==> config.mk <==
export PLATFORM = sky130hd
export DESIGN_NAME = cla_serial_adder
export DESIGN_NICKNAME = d
export VERILOG_FILES = /design/src/rtl/cla_pkg.sv /design/src/rtl/cla4.sv /design/src/rtl/cla_gates.sv /design/src/rtl/cla_serial_adder.sv
export SDC_FILE = /design/constraint.sdc
export NUM_CORES = 1
export LEC_CHECK = 0
export ABC_AREA = 1
export CORE_UTILIZATION = 46
export DETAILED_ROUTE_END_ITERATION = 8
export GPL_TIMING_DRIVEN = 0
export PLACE_DENSITY = 0.72
export SETUP_SLACK_MARGIN = 0.3
export SLEW_MARGIN = 20
export SYNTH_ARGS = -nofsm -noshare
export SYNTH_HDL_FRONTEND = slang
export SYNTH_HIERARCHICAL = 1
export SYNTH_SLANG_ARGS = --single-unit
==> constraint.sdc <==
create_clock -name clk -period 1.8 [get_ports clk]
set_input_delay 0.54 -clock clk [delete_from_list [all_inputs] [get_ports clk]]
set_output_delay 0.54 -clock clk [all_outputs]
set_load 0.02 [all_outputs]
==> src/rtl/cla_pkg.sv <==
`default_nettype none
// ============================================================================
//  Module   : cla_pkg
//  Purpose  : Shared constants for the nibble-serial carry-lookahead adder:
//             FSM state encodings, slice width and a counter-width helper.
//  Revision : 1.0  initial release
// ============================================================================
package cla_pkg;

    localparam logic [1:0] ST_IDLE = 2'd0;
    localparam logic [1:0] ST_RUN  = 2'd1;
    localparam logic [1:0] ST_DONE = 2'd2;

    localparam int SLICE_W = 4;

    // Bits needed to count 0..n-1, never less than one so a single-slice
    // adder still has a real counter register.
    function automatic int clog2_min1(input int n);
        int w;
        w = 0;
        while ((1 << w) < n) w++;
        if (w < 1) w = 1;
        return w;
    endfunction

endpackage
`default_nettype wire

==> src/rtl/cla4.sv <==
`default_nettype none
// ============================================================================
//  Module   : cla4
//  Purpose  : Combinational 4-bit carry-lookahead adder slice built purely
//             from gate-library cells. All carries come from g/p terms and
//             cin directly, so no carry ripples through the slice.
//  Revision : 1.0  initial release
// ============================================================================
module cla4 (
    input  logic [3:0] a4,
    input  logic [3:0] b4,
    input  logic       cin,
    output logic [3:0] s4,
    output logic       cout
);

    logic [3:0] g;
    logic [3:0] p;
    logic [4:0] cy;

    // c1 product terms
    logic t1_0;
    // c2 product terms
    logic t2_0, t2_1;
    // c3 product terms
    logic t3_0, t3_1, t3_2;
    // c4 product terms
    logic t4_0, t4_1, t4_2, t4_3;

    assign cy[0] = cin;

    // Per-bit generate, propagate and sum
    genvar i;
    generate
        for (i = 0; i < 4; i++) begin : g_bit
            _and2 u_g (.a(a4[i]), .b(b4[i]),  .y(g[i]));
            _xor2 u_p (.a(a4[i]), .b(b4[i]),  .y(p[i]));
            _xor2 u_s (.a(p[i]),  .b(cy[i]),  .y(s4[i]));
        end
    endgenerate

    // c1 = g0 | p0.c0
    _and2 u_t1_0 (.a(p[0]), .b(cy[0]), .y(t1_0));
    _or2  u_c1   (.a(g[0]), .b(t1_0),  .y(cy[1]));

    // c2 = g1 | p1.g0 | p1.p0.c0
    _and2 u_t2_0 (.a(p[1]), .b(g[0]),                .y(t2_0));
    _and3 u_t2_1 (.a(p[1]), .b(p[0]), .c(cy[0]),     .y(t2_1));
    _or3  u_c2   (.a(g[1]), .b(t2_0), .c(t2_1),      .y(cy[2]));

    // c3 = g2 | p2.g1 | p2.p1.g0 | p2.p1.p0.c0
    _and2 u_t3_0 (.a(p[2]), .b(g[1]),                        .y(t3_0));
    _and3 u_t3_1 (.a(p[2]), .b(p[1]), .c(g[0]),              .y(t3_1));
    _and4 u_t3_2 (.a(p[2]), .b(p[1]), .c(p[0]), .d(cy[0]),   .y(t3_2));
    _or4  u_c3   (.a(g[2]), .b(t3_0), .c(t3_1), .d(t3_2),    .y(cy[3]));

    // c4 = g3 | p3.g2 | p3.p2.g1 | p3.p2.p1.g0 | p3.p2.p1.p0.c0
    _and2 u_t4_0 (.a(p[3]), .b(g[2]),                                  .y(t4_0));
    _and3 u_t4_1 (.a(p[3]), .b(p[2]), .c(g[1]),                        .y(t4_1));
    _and4 u_t4_2 (.a(p[3]), .b(p[2]), .c(p[1]), .d(g[0]),              .y(t4_2));
    _and5 u_t4_3 (.a(p[3]), .b(p[2]), .c(p[1]), .d(p[0]), .e(cy[0]),   .y(t4_3));
    _or5  u_c4   (.a(g[3]), .b(t4_0), .c(t4_1), .d(t4_2), .e(t4_3),    .y(cy[4]));

    assign cout = cy[4];

endmodule
`default_nettype wire

==> src/rtl/cla_gates.sv <==
`default_nettype none
// ============================================================================
//  Module   : _and2 .. _and5, _or2 .. _or5, _xor2
//  Purpose  : Primitive gate library cells used to build the CLA slice.
//  Revision : 1.0  initial release
// ============================================================================
module _and2 (input logic a, input logic b, output logic y);
    assign y = a & b;
endmodule

module _and3 (input logic a, input logic b, input logic c, output logic y);
    assign y = a & b & c;
endmodule

module _and4 (input logic a, input logic b, input logic c, input logic d, output logic y);
    assign y = a & b & c & d;
endmodule

module _and5 (input logic a, input logic b, input logic c, input logic d, input logic e,
              output logic y);
    assign y = a & b & c & d & e;
endmodule

module _or2 (input logic a, input logic b, output logic y);
    assign y = a | b;
endmodule

module _or3 (input logic a, input logic b, input logic c, output logic y);
    assign y = a | b | c;
endmodule

module _or4 (input logic a, input logic b, input logic c, input logic d, output logic y);
    assign y = a | b | c | d;
endmodule

module _or5 (input logic a, input logic b, input logic c, input logic d, input logic e,
             output logic y);
    assign y = a | b | c | d | e;
endmodule

module _xor2 (input logic a, input logic b, output logic y);
    assign y = a ^ b;
endmodule
`default_nettype wire

==> src/rtl/cla_serial_adder.sv <==
`default_nettype none
// ============================================================================
//  Module   : cla_serial_adder
//  Purpose  : WIDTH-bit adder that reuses one 4-bit CLA slice over WIDTH/4
//             cycles, LSB nibble first, with the inter-slice carry held in a
//             flip-flop. valid/ready handshakes on operand and result sides.
//  Revision : 1.0  initial release
// ============================================================================
module cla_serial_adder
    import cla_pkg::*;
#(
    parameter int WIDTH = 32
) (
    input  logic             clk,
    input  logic             reset_n,
    input  logic             i_valid,
    output logic             i_ready,
    input  logic [WIDTH-1:0] a,
    input  logic [WIDTH-1:0] b,
    input  logic             ci,
    output logic             o_valid,
    input  logic             o_ready,
    output logic [WIDTH-1:0] s,
    output logic             co
);

    localparam int NSLICE = WIDTH / SLICE_W;
    localparam int CNT_W  = clog2_min1(NSLICE);
    localparam logic [CNT_W-1:0] CNT_LAST = CNT_W'(NSLICE - 1);

    logic [1:0]         state;
    logic [CNT_W-1:0]   cnt;
    logic [WIDTH-1:0]   a_sh;
    logic [WIDTH-1:0]   b_sh;
    logic [WIDTH-1:0]   s_acc;
    logic [WIDTH-1:0]   s_shift;
    logic               carry;
    logic               co_r;
    logic [SLICE_W-1:0] slice_s;
    logic               slice_co;

    // Low nibble of the operand shift registers through the shared slice
    cla4 u_cla4 (
        .a4   (a_sh[SLICE_W-1:0]),
        .b4   (b_sh[SLICE_W-1:0]),
        .cin  (carry),
        .s4   (slice_s),
        .cout (slice_co)
    );

    // New slice sum enters at the top so the LSB nibble ends up at the bottom
    generate
        if (WIDTH > SLICE_W) begin : g_wide
            assign s_shift = {slice_s, s_acc[WIDTH-1:SLICE_W]};
        end else begin : g_single
            assign s_shift = slice_s;
        end
    endgenerate

    // FSM, counter, operand shifters, sum accumulator and carry flop
    always_ff @(posedge clk or negedge reset_n) begin
        if (!reset_n) begin
            state <= ST_IDLE;
            cnt   <= '0;
            a_sh  <= '0;
            b_sh  <= '0;
            s_acc <= '0;
            carry <= 1'b0;
            co_r  <= 1'b0;
        end else begin
            case (state)
                ST_IDLE: begin
                    if (i_valid) begin
                        a_sh  <= a;
                        b_sh  <= b;
                        carry <= ci;
                        cnt   <= '0;
                        state <= ST_RUN;
                    end
                end
                ST_RUN: begin
                    s_acc <= s_shift;
                    a_sh  <= a_sh >> SLICE_W;
                    b_sh  <= b_sh >> SLICE_W;
                    carry <= slice_co;
                    cnt   <= cnt + CNT_W'(1);
                    if (cnt == CNT_LAST) begin
                        co_r  <= slice_co;
                        state <= ST_DONE;
                    end
                end
                ST_DONE: begin
                    if (o_ready) begin
                        state <= ST_IDLE;
                    end
                end
                default: begin
                    state <= ST_IDLE;
                end
            endcase
        end
    end

    assign i_ready = (state == ST_IDLE);
    assign o_valid = (state == ST_DONE);
    assign s       = s_acc;
    assign co      = co_r;

endmodule
`default_nettype wire
==> implementation parameters <==
Parameter                              Value

Route
  DRC Markers    0
  Antenna-violating nets left    0
  Via count of the routed design    4986
  DRT iter0 DRCs    337
  Average via count per standard cell    4.898
  Aggregate routed wire length    12810 um
  Iteration count of the initial detailed-routing pass    5
  Routed length per placed instance    12.58 um

Clock tree
  Count of clock tree sinks    103
  TritonCTS clock tree    yes
  TritonCTS Buffers    9
  Clock transition time at the flip-flop clock pins of the worst setup and hold paths    0.07 ns
  H-Tree Depth    3
  Cell chosen for the clock root    sky130_fd_sc_hd__clkbuf_16
  Clock latency reported for the late side of the worst-skew pair    0.34 ns
  Maximum count of clock buffers along a single path    2

Synthesis
  Sequential area share after synthesis    0.4786
  Post-synth EDFFs    0
  Area contributors post-synth    sky130_fd_sc_hd__dfrtp_1 (48%), sky130_fd_sc_hd__nand2_1 (18%), sky130_fd_sc_hd__nand3_1 (12%), sky130_fd_sc_hd__inv_1 (11%), sky130_fd_sc_hd__o21ai_0 (3.7%)
  Average instance area after synthesis    7.180 um2
  Post-synth top area share    0.4786
  Fraction of registers with async set/reset    1.000
  Commonest cells in the synthesized netlist    sky130_fd_sc_hd__nand2_1 (257), sky130_fd_sc_hd__inv_1 (161), sky130_fd_sc_hd__nand3_1 (126), sky130_fd_sc_hd__dfrtp_1 (103), sky130_fd_sc_hd__o21ai_0 (40)
  Synthesized area    5385 um2
  Post-Syn Nets    821
  Flip-flop cell with the highest count after synthesis    sky130_fd_sc_hd__dfrtp_1
  Netlist cell types    20
  Gate count after technology mapping    750
  Synthesis warning total    6
  Flip-flop and latch count after synthesis    103
  Largest area contributor in the netlist    sky130_fd_sc_hd__dfrtp_1
  Most instantiated library cell after synthesis    sky130_fd_sc_hd__nand2_1

Worst setup path
  Reg2reg path depth    8
  Worst flop-to-flop path endpoint    b_sh[14]$_DFFE_PN0P_
  Endpoint of the worst setup timing path    i_ready
  Worst Setup SP    state[0]$_DFFE_PN0P_
  Data required, critical path    1.26 ns
  Worst endpoint data arrival time    1.23 ns
  Kind of start point of the critical path    flop
  Worst-case register-to-register setup slack    0.39 ns
  Category of the critical setup timing path    flop to output port
  Maximum fanout count along the critical path    4
  Crit Reg-Reg Startpoint    state[0]$_DFFE_PN0P_
  Crit path capture type    output port

Floorplanning
  Height of the die    110.2 um
  Num ports    104
  Chip width    110.2 um
  Area enclosed by the die boundary    12140 um2
  Area of the core region    11420 um2
  Core Rows    39
  Initial Utilization    0.4716

Timing
  Worst Max-Slew Pin Slew    0.4368 ns
  Setup violators final    0
  Number of max-slew violations in the final report    0
  Final hold violations    0
  Top achievable clock speed    566.4 MHz
  Min cycle time layout    1.765 ns
  Rel. slew slack    0.7088
  Hold Worst Slack    0.1082 ns
  Sum Neg Setup Slack    0 ns
  Unrepaired setup endpoints after global routing    yes
  Setup skew after layout    0.006734 ns
  Crit share post-route    0.9808

Final layout
  Final non-filler cell area    6832 um2
  Ratio of cells with drive above 1 in the final layout    0.1257
  Area Overhead vs Synth    26.86%
  Total Nets Final    941
  Cell Count, Final, Fillers Out    1018
  Antenna diode instance count    0

GRT
  Pin count of the biggest net entering global routing    60
  Overall Global Routing Usage    0.2298
  First-pass GRT wire length    21560 um
  Total gr overflow    0
  Number of antenna violations at the first check in global routing    0
  Number of global-route vias before repair    4724

Min path
  Worst hold path type    input pin to asynchronous set/reset pin

Placed design
  Placed cell areas    6621 um2
  Half-perimeter wire length after placement    9163 um
  IO Port Bufs    102
  Final weighted congestion in routability-driven placement    0.8153
  Cell count after placement    996

Pwr
  Leakage power total    0.003888 uW
  Power per cell area    1736 nW/um2
  Total chip power    11860 uW
  Worst ir drop on vdd    0.8663 mV

Status
  Result of the run    completed

Flow run
  Max-cap violations    0
cells by family (layout without fill, tap and decap cells):
family	Yosys count	count (layout)	synth area share
DFF	103	103	0.4786
AOI/OAI and AO/OA	42	42	0.03950
buffers and inverters	202	327	0.1619
adders and majority gates	2	2	0.004646
and+or+nand+nor	401	401	0.3153
registers in the layout, summed over array words and instances (netlist names):
register / count
b_sh: 32
s: 32
co: 1
cnt: 3
state: 2
a_sh: 32
carry: 1
final cells by class:
type / count / area (um2)
plain buffers: 40 / 299.0
clock buffers: 11 / 242.7
clock inverters: 5 / 33.78
fillers: 1077 / 4587
inverters: 162 / 608.1
multi-input cells: 445 / 1958
flip-flops and latches: 103 / 2579
well taps: 143 / 178.9
repair buffers: 109 / 932.1
cells in the final DEF (no fill, tap or decap), types with 3 or more instances in the layout:
cell type,n
sky130_fd_sc_hd__clkbuf_16,9
sky130_fd_sc_hd__buf_6,14
sky130_fd_sc_hd__inv_1,160
sky130_fd_sc_hd__buf_2,45
sky130_fd_sc_hd__nand2_1,253
sky130_fd_sc_hd__o21ai_0,40
sky130_fd_sc_hd__nor2_1,9
sky130_fd_sc_hd__nand2_2,5
sky130_fd_sc_hd__buf_4,16
sky130_fd_sc_hd__nor2_4,3
sky130_fd_sc_hd__nand3_1,126
sky130_fd_sc_hd__dfrtp_1,102
sky130_fd_sc_hd__nor2_2,3
sky130_fd_sc_hd__clkbuf_1,5
sky130_fd_sc_hd__clkdlybuf4s50_1,66
repair_timing:
action | 4_1_cts | 5_1_grt
gates resized for setup | 154 | 8
pin swaps | 2 | 0
hold buffers | 0 | 0
setup buffers | 4 | 2
setup endpoints to repair | 35 | 11
where the power goes:
part | leakage (uW) | switching, uW | internal [uW]
clock | 0.000132 | 861 | 974
sequential | 0.00127 | 666 | 3400
combinational | 0.00248 | 3710 | 2240
worst min path at each step:
stage / start / endpoint / slack (ns) / cells past startpoint
after floorplan: reset_n / a_sh[0]$_DFFE_PN0P_ / 0.24 / 0
after global placement: cnt[0]$_DFFE_PN0P_ / cnt[0]$_DFFE_PN0P_ / 0.46 / 1
after detailed placement: cnt[0]$_DFFE_PN0P_ / cnt[0]$_DFFE_PN0P_ / 0.47 / 1
after CTS: reset_n / s[21]$_DFFE_PN0P_ / 0.12 / 1
after global routing: reset_n / s[17]$_DFFE_PN0P_ / 0.13 / 1
final: reset_n / s[21]$_DFFE_PN0P_ / 0.11 / 1
layer usage:
metal / vias to the layer above / wire [um] / global-route usage
met2: 149 / 6149 / 0.3866
met3: 18 / 624 / 0.03116
met1: 2340 / 5788 / 0.3021
met5: - / 0 / 0
li1: 2479 / - / -
met4: 0 / 243 / 0.08741
critical path, stage by stage, from the launching register on:
cell	delay (ns)
sky130_fd_sc_hd__dfrtp_1	0.38
sky130_fd_sc_hd__buf_6	0.13
sky130_fd_sc_hd__buf_8	0.12
sky130_fd_sc_hd__nor2_4	0.12
sky130_fd_sc_hd__buf_6	0.14
per-stage QoR:
step                      utilization  worst slack, ns
after floorplan                     -           0.3306
after global placement         0.5774           -3.646
after detailed placement       0.5799          -0.3904
after CTS                      0.5951          0.04859
after global routing           0.5983         0.008414
final                          0.5983          0.03460
No activity file was read; power rests on OpenSTA's default activity.
